$ cat config.mk
export PLATFORM = sky130hd
export DESIGN_NAME = id_ex_stage
export DESIGN_NICKNAME = d
export VERILOG_FILES = /design/src/rtl/id_ex_stage.sv
export SDC_FILE = /design/constraint.sdc
export NUM_CORES = 1
export LEC_CHECK = 0
export BUFFER_PORTS_ARGS = -buffer_cell sky130_fd_sc_hd__buf_2
export CORE_AREA = 2 2 232 234
export CTS_CLUSTER_DIAMETER = 150
export DETAILED_ROUTE_END_ITERATION = 10
export DIE_AREA = 0 0 234 236
export HOLD_SLACK_MARGIN = 0.12
export MAX_ROUTING_LAYER = met4
export PLACE_DENSITY = 0.55
export SYNTH_ARGS = -nofsm -noshare
export SYNTH_HDL_FRONTEND = slang
export SYNTH_SLANG_ARGS = --single-unit
$ cat constraint.sdc
create_clock -name clk -period 12.1 [get_ports clk]
set_clock_uncertainty 0.05 [all_clocks]
set_input_delay 2.42 -clock clk [delete_from_list [all_inputs] [get_ports clk]]
set_output_delay 2.42 -clock clk [all_outputs]
set_load 0.005 [all_outputs]
$ cat src/rtl/id_ex_stage.sv
// ---------------------------------------------------------------------------
// id_ex_stage
//
// ID/EX pipeline register for the 5-stage RISC-V core. It also contains the
// load-use hazard detector and the branch-flush bubble logic.
//
// Every enabled cycle the block captures the decoded operands and control
// from ID. It presents them as registered ID_EX_* fields to EX and to the
// forwarding unit (Rs1, Rs2, alu_src). It drives the PC / IF/ID hold
// strobes, and it keeps two saturating performance counters.
//
// Ports
//   clk, arst          : rising-edge clock, asynchronous active-high reset
//   enable             : global pipeline advance; low = every register holds
//   ID_*               : decoded instruction fields from the IF/ID stage
//   EX_flush           : taken branch/jump resolved in EX; kill younger op
//   ID_EX_*            : registered fields presented to EX
//   PC_write           : 0 = hold PC (combinational)
//   IF_ID_write        : 0 = hold IF/ID register (combinational)
//   stall_count        : saturating count of load-use stall cycles
//   flush_count        : saturating count of flush cycles
//
// Handshake: there is no valid/ready pair. A stall is the backpressure.
// When PC_write / IF_ID_write are low, upstream keeps the same ID
// instruction for the next cycle. This stage loads a bubble in its place,
// so that instruction is consumed exactly once, on the first cycle the hold
// strobes read 1 with enable high.
// ---------------------------------------------------------------------------
module id_ex_stage #(
  parameter int DATA_W = 64,
  parameter int CTRL_W = 8,
  parameter int CNT_W  = 16
) (
  input  logic              clk,
  input  logic              arst,
  input  logic              enable,

  input  logic              ID_valid,
  input  logic [4:0]        ID_Rs1,
  input  logic [4:0]        ID_Rs2,
  input  logic [4:0]        ID_Rd,
  input  logic              ID_uses_rs2,
  input  logic [DATA_W-1:0] ID_rdata1,
  input  logic [DATA_W-1:0] ID_rdata2,
  input  logic [DATA_W-1:0] ID_imm,
  input  logic [DATA_W-1:0] ID_pc,
  input  logic              ID_reg_write,
  input  logic              ID_mem_read,
  input  logic              ID_alu_src,
  input  logic [CTRL_W-1:0] ID_ctrl,
  input  logic              EX_flush,

  output logic              ID_EX_valid,
  output logic [4:0]        ID_EX_Rs1,
  output logic [4:0]        ID_EX_Rs2,
  output logic [4:0]        ID_EX_Rd,
  output logic [DATA_W-1:0] ID_EX_rdata1,
  output logic [DATA_W-1:0] ID_EX_rdata2,
  output logic [DATA_W-1:0] ID_EX_imm,
  output logic [DATA_W-1:0] ID_EX_pc,
  output logic              ID_EX_reg_write,
  output logic              ID_EX_mem_read,
  output logic              ID_EX_alu_src,
  output logic [CTRL_W-1:0] ID_EX_ctrl,

  output logic              PC_write,
  output logic              IF_ID_write,
  output logic [CNT_W-1:0]  stall_count,
  output logic [CNT_W-1:0]  flush_count
);

  localparam logic [CNT_W-1:0] cnt_max = '1;
  localparam logic [CNT_W-1:0] cnt_one = {{(CNT_W-1){1'b0}}, 1'b1};

  logic rd_match_rs1;
  logic rd_match_rs2;
  logic hazard;
  logic stall;
  logic bubble;

  // Load-use detection. The instruction in EX is a load whose rd is needed
  // by the instruction now in ID. x0 is never a real producer. rs2 counts
  // only when the ID instruction actually reads it, so an I-type whose rs2
  // field holds immediate bits cannot stall.
  always_comb begin
    rd_match_rs1 = (ID_EX_Rd == ID_Rs1);
    rd_match_rs2 = ID_uses_rs2 & (ID_EX_Rd == ID_Rs2);
    hazard       = ID_valid & ID_EX_valid & ID_EX_mem_read &
                   (ID_EX_Rd != 5'd0) & (rd_match_rs1 | rd_match_rs2);
  end

  // A flush kills the dependent instruction anyway, so it must not also
  // freeze the PC. Otherwise the redirected fetch would be lost.
  assign stall  = hazard & ~EX_flush;
  assign bubble = EX_flush | stall;

  // Not gated by enable; these are ignored downstream while enable is low.
  // During reset ID_EX_valid is 0, so both strobes read 1.
  assign PC_write    = ~stall;
  assign IF_ID_write = ~stall;

  // Pipeline register.
  // Data and index fields other than Rd load unconditionally. On a bubble
  // their contents are don't-care, and loading them unconditionally avoids
  // a mux on the wide paths. Rd and all control fields are forced to zero
  // on a bubble or on an invalid ID slot. That way a bubble can never write
  // a register, access memory or match in the hazard / forwarding logic.
  always_ff @(posedge clk or posedge arst) begin
    if (arst) begin
      ID_EX_valid     <= 1'b0;
      ID_EX_Rs1       <= '0;
      ID_EX_Rs2       <= '0;
      ID_EX_Rd        <= '0;
      ID_EX_rdata1    <= '0;
      ID_EX_rdata2    <= '0;
      ID_EX_imm       <= '0;
      ID_EX_pc        <= '0;
      ID_EX_reg_write <= 1'b0;
      ID_EX_mem_read  <= 1'b0;
      ID_EX_alu_src   <= 1'b0;
      ID_EX_ctrl      <= '0;
    end else if (enable) begin
      ID_EX_Rs1    <= ID_Rs1;
      ID_EX_Rs2    <= ID_Rs2;
      ID_EX_rdata1 <= ID_rdata1;
      ID_EX_rdata2 <= ID_rdata2;
      ID_EX_imm    <= ID_imm;
      ID_EX_pc     <= ID_pc;
      if (bubble) begin
        ID_EX_valid     <= 1'b0;
        ID_EX_Rd        <= '0;
        ID_EX_reg_write <= 1'b0;
        ID_EX_mem_read  <= 1'b0;
        ID_EX_alu_src   <= 1'b0;
        ID_EX_ctrl      <= '0;
      end else begin
        ID_EX_valid     <= ID_valid;
        ID_EX_Rd        <= ID_Rd;
        ID_EX_reg_write <= ID_valid & ID_reg_write;
        ID_EX_mem_read  <= ID_valid & ID_mem_read;
        ID_EX_alu_src   <= ID_valid & ID_alu_src;
        ID_EX_ctrl      <= ID_valid ? ID_ctrl : '0;
      end
    end
  end

  // Event counters. They saturate at all-ones. stall already excludes
  // flush cycles, so a cycle with both a flush and a hazard is counted as
  // a flush only.
  always_ff @(posedge clk or posedge arst) begin
    if (arst) begin
      stall_count <= '0;
      flush_count <= '0;
    end else if (enable) begin
      if (stall && (stall_count != cnt_max)) begin
        stall_count <= stall_count + cnt_one;
      end
      if (EX_flush && (flush_count != cnt_max)) begin
        flush_count <= flush_count + cnt_one;
      end
    end
  end

  // After any enabled stall or flush, EX must hold a harmless bubble.
  a_bubble_after_stall : assert property (
    @(posedge clk) disable iff (arst)
    (enable && stall) |=> (!ID_EX_valid && !ID_EX_mem_read && !ID_EX_reg_write)
  );

  a_bubble_after_flush : assert property (
    @(posedge clk) disable iff (arst)
    (enable && EX_flush) |=> (!ID_EX_valid && (ID_EX_Rd == 5'd0))
  );

endmodule

==> qor.yml <==
run_status:
  status: "finished clean"
clock_tree:
  insertion_delay_ns: 0.53
  root_buffer: "clkbuf_16"
  postCtsSetupBuffers: 0
  numCtsBuffers: 36
  cts_tree: "done"
  cts_buffer_depth: 3
  cts.sinks: 315
  ctsHoldBuffers: 0
  ctsResizeCount: 0
  htree_levels: 2
  path_clk_slew_ns: 0.05
timing:
  rsz0062_at_grt: "no"
  slew_violations: 0
  hold_viol_final: 0
  max_slew_margin_pct: 21.9
  worst-slew-pin-transition_ns: 1.17
  period_share_pct: 53.4
  tns_ns: 0
  max_freq_ghz: 0.155
  period_needed_ns: 6.47
  setup_viol: 0
detailed_routing:
  drt.antenna.violating_nets: 0
  drtIter0Drc: 258
  vias: 8725
  first_pass_iters: 4
  viasPerCell: 4.14
  drt_drc_violations_left: 0
  routed_wl_mm: 34.3
  wl_per_cell_um: 16.3
synthesis:
  synth.net_count: 1061
  syn_avg_cell_area_sq_um: 15.7
  yosysSeqAreaShare_pct: 65.0
  synth_top_area_share_pct: 65.0
  synth_ff_type: "dfrtp_1"
  ys_top_cells_by_area: "dfrtp_1 65%, mux2_2 25%, xnor2_1 2.6%, clkbuf_1 0.93%, nand4_1 0.93%"
  syn-cell-area_sq_um: 12100
  netlist_top_cells_count: "315 x dfrtp_1, 269 x mux2_2, 36 x xnor2_1"
  synth.distinct_cells: 37
  yosys.area.top_type: "dfrtp_1"
  syn_inst: 771
  yosysMostFrequentCell: "dfrtp_1"
  yosysWarnings: 0
  synth_seq_cells: 315
  synth-edff-count: 0
  ys_async_sr_fraction_pct: 100
power_and_ir_drop:
  p_clk_share_pct: 41.9
  p_comb_share_pct: 12.9
  leakage_uw: 0.00823
  seq_power_share_pct: 45.3
  p_sw_uw: 650
  switching_share_pct: 24.1
  total_power_uw: 2690
  peakVddDrop_uv: 92.7
  intPower_uw: 2040
  power_density_nw_per_um2: 157
global_routing:
  antenna_found_initial: 3
  overflow: 0
  grt_max_degree: 158
  grt_first_pass_wirelength_mm: 51.0
  grt_usage_pct: 12.2
  grt_pass1_vias: 9130
setup_path:
  reg2reg_depth: 5
  timing.rr.end: "ID_EX_mem_read$_DFFE_PP0P_"
  required_ns: 9.63
  path_cells: "buf_2, xnor2_1, nand3_1, o22ai_2, nand3b_1, buf_2"
  criticalPathCategory: "input pin to output port"
  path_delay_family: "compound AO/OA/AOI/OAI gates"
  endpoint: "IF_ID_write"
  critPathLaunchType: "input pin"
  crit_start: "ID_Rs1[1]"
  r2r_slack_ns: 9.77
  slowest_delay_ns: 0.65
  critical-path-slowest-cell: "o22ai_2"
  crit_top_cell: "buf_2"
  path_depth: 6
  r2r-start: "ID_EX_Rd[1]$_DFFE_PP0P_"
  crit_arrival_ns: 4.00
  cp_max_fo: 17
  cp-end-kind: "output port"
  path_buf_inv: 2
layout:
  seqCellArea_sq_um: 7880
  area_delta_synth_final_pct: 41.6
  design_area_sq_um: 17200
  fillers: 5422
  multi_input_area_sq_um: 4050
  finalNetCount: 1670
  drive_above_1_share_pct: 67.3
placed_design:
  gpl.final_weighted_congestion: 0.800
  hpwlAfterDp_mm: 25.5
  postPlaceCellArea_sq_um: 15900
  io_buffers: 604
floorplanning:
  core-area_sq_um: 53100
  die_h_um: 236
  die_width_um: 234
  ios: 605
  std_cell_rows: 85
  start_util_pct: 22.8
  dieArea_sq_um: 55200
job:
  maxCapViolCount: 0
worst_hold_path:
  min_path_type: "flip-flop to flip-flop"
  min_path_cells: 1
flip-flops by register name (all words and copies together), names as in the netlist:
register         cells
ID_EX_imm           64
ID_EX_pc            64
ID_EX_rdata1        64
ID_EX_rdata2        64
flush_count         16
stall_count         16
ID_EX_ctrl           8
ID_EX_Rd             5
ID_EX_Rs1            5
ID_EX_Rs2            5
ID_EX_alu_src        1
ID_EX_mem_read       1
ID_EX_reg_write      1
ID_EX_valid          1
stage by stage:
stage / instances / util [%] / setup WS [ns] / hold WS [ns]
final: 2105 / 32.3 / 5.63 / 0.447
after global placement: 2038 / 30.0 / 5.64 / 0.418
after floorplan: 771 / - / 0.915 / 0.435
after global routing: 2105 / 32.3 / 5.53 / 0.457
after detailed placement: 2038 / 30.0 / 5.63 / 0.435
after CTS: 2103 / 32.3 / 5.63 / 0.448
cell usage in the layout, fill, tap and decap left out, types with 5 or more instances in the layout:
cell	netlist	routed
buf_2	3	603
dfrtp_1	315	315
mux2_2	269	269
clkbuf_16	0	37
xnor2_1	36	36
nand3_1	18	18
nand4_1	18	18
nand2_1	11	11
nor3_1	8	8
a32o_1	7	7
clkbuf_1	30	7
clkbuf_8	0	7
inv_1	7	6
nor2_1	6	6
and3_1	6	6
a22o_1	5	5
clkinv_2	0	5
power groups by stage:
stage	Clock, uW	Sequential (uW)	Combinational (uW)
4_1_cts	1170	1220	356
3_5_place_dp	0	1240	356
2_1_floorplan	0	1240	148
5_1_grt	1220	1230	381
3_3_place_gp	0	1230	351
6_report	1130	1220	347
per-layer routing:
metal / share of wire [%] / up-vias / GRT usage [%]
met5: 0 / - / -
li1: - / 3974 / -
met2: 51 / 366 / 21.2
met4: 2.9 / 0 / 4.05
met3: 7.9 / 63 / 3.43
met1: 38 / 4322 / 13.2
final cells by class:
cell class                      instances  area share [%]
Sequential cell                       315            45.9
Clock inverter                         14            1.09
Tap cell                              696            5.08
Clock buffer                           51            6.11
Inverter                                9           0.241
Multi-Input combinational cell        410            23.6
Timing Repair Buffer                  608            17.9
Antenna cell                            2          0.0292
worst min path at each step:
stage / endpoint / slack (ns) / start
after floorplan: ID_EX_alu_src$_DFFE_PP0P_ / 0.44 / ID_EX_alu_src$_DFFE_PP0P_
after global placement: ID_EX_reg_write$_DFFE_PP0P_ / 0.42 / ID_EX_reg_write$_DFFE_PP0P_
after detailed placement: ID_EX_alu_src$_DFFE_PP0P_ / 0.44 / ID_EX_alu_src$_DFFE_PP0P_
after CTS: ID_EX_alu_src$_DFFE_PP0P_ / 0.45 / ID_EX_alu_src$_DFFE_PP0P_
after global routing: ID_EX_imm[62]$_DFFE_PP0P_ / 0.46 / ID_EX_imm[62]$_DFFE_PP0P_
final: ID_EX_imm[62]$_DFFE_PP0P_ / 0.45 / ID_EX_imm[62]$_DFFE_PP0P_
logic make-up (layout without fill, tap and decap cells):
group	after synthesis	in the layout	synth area share, %
and+or+nand+nor	78	78	3.52
xor gates and xnor gates	38	38	2.75
muxes	269	269	25.0
DFF	315	315	65.0
adders and majority gates	2	2	0.206
AOI/OAI and AO/OA	23	23	1.93
other	0	2	0
buffers and inverters	46	682	1.55
worst reg2reg max path: stages (launching register included):
cell and delay [ns]:
dfrtp_1 0.48, xnor2_1 0.28, nand3_1 0.13, o22ai_2 0.65, a21boi_4 0.28, a32o_2 0.34
(Power assumes the default switching activity.)
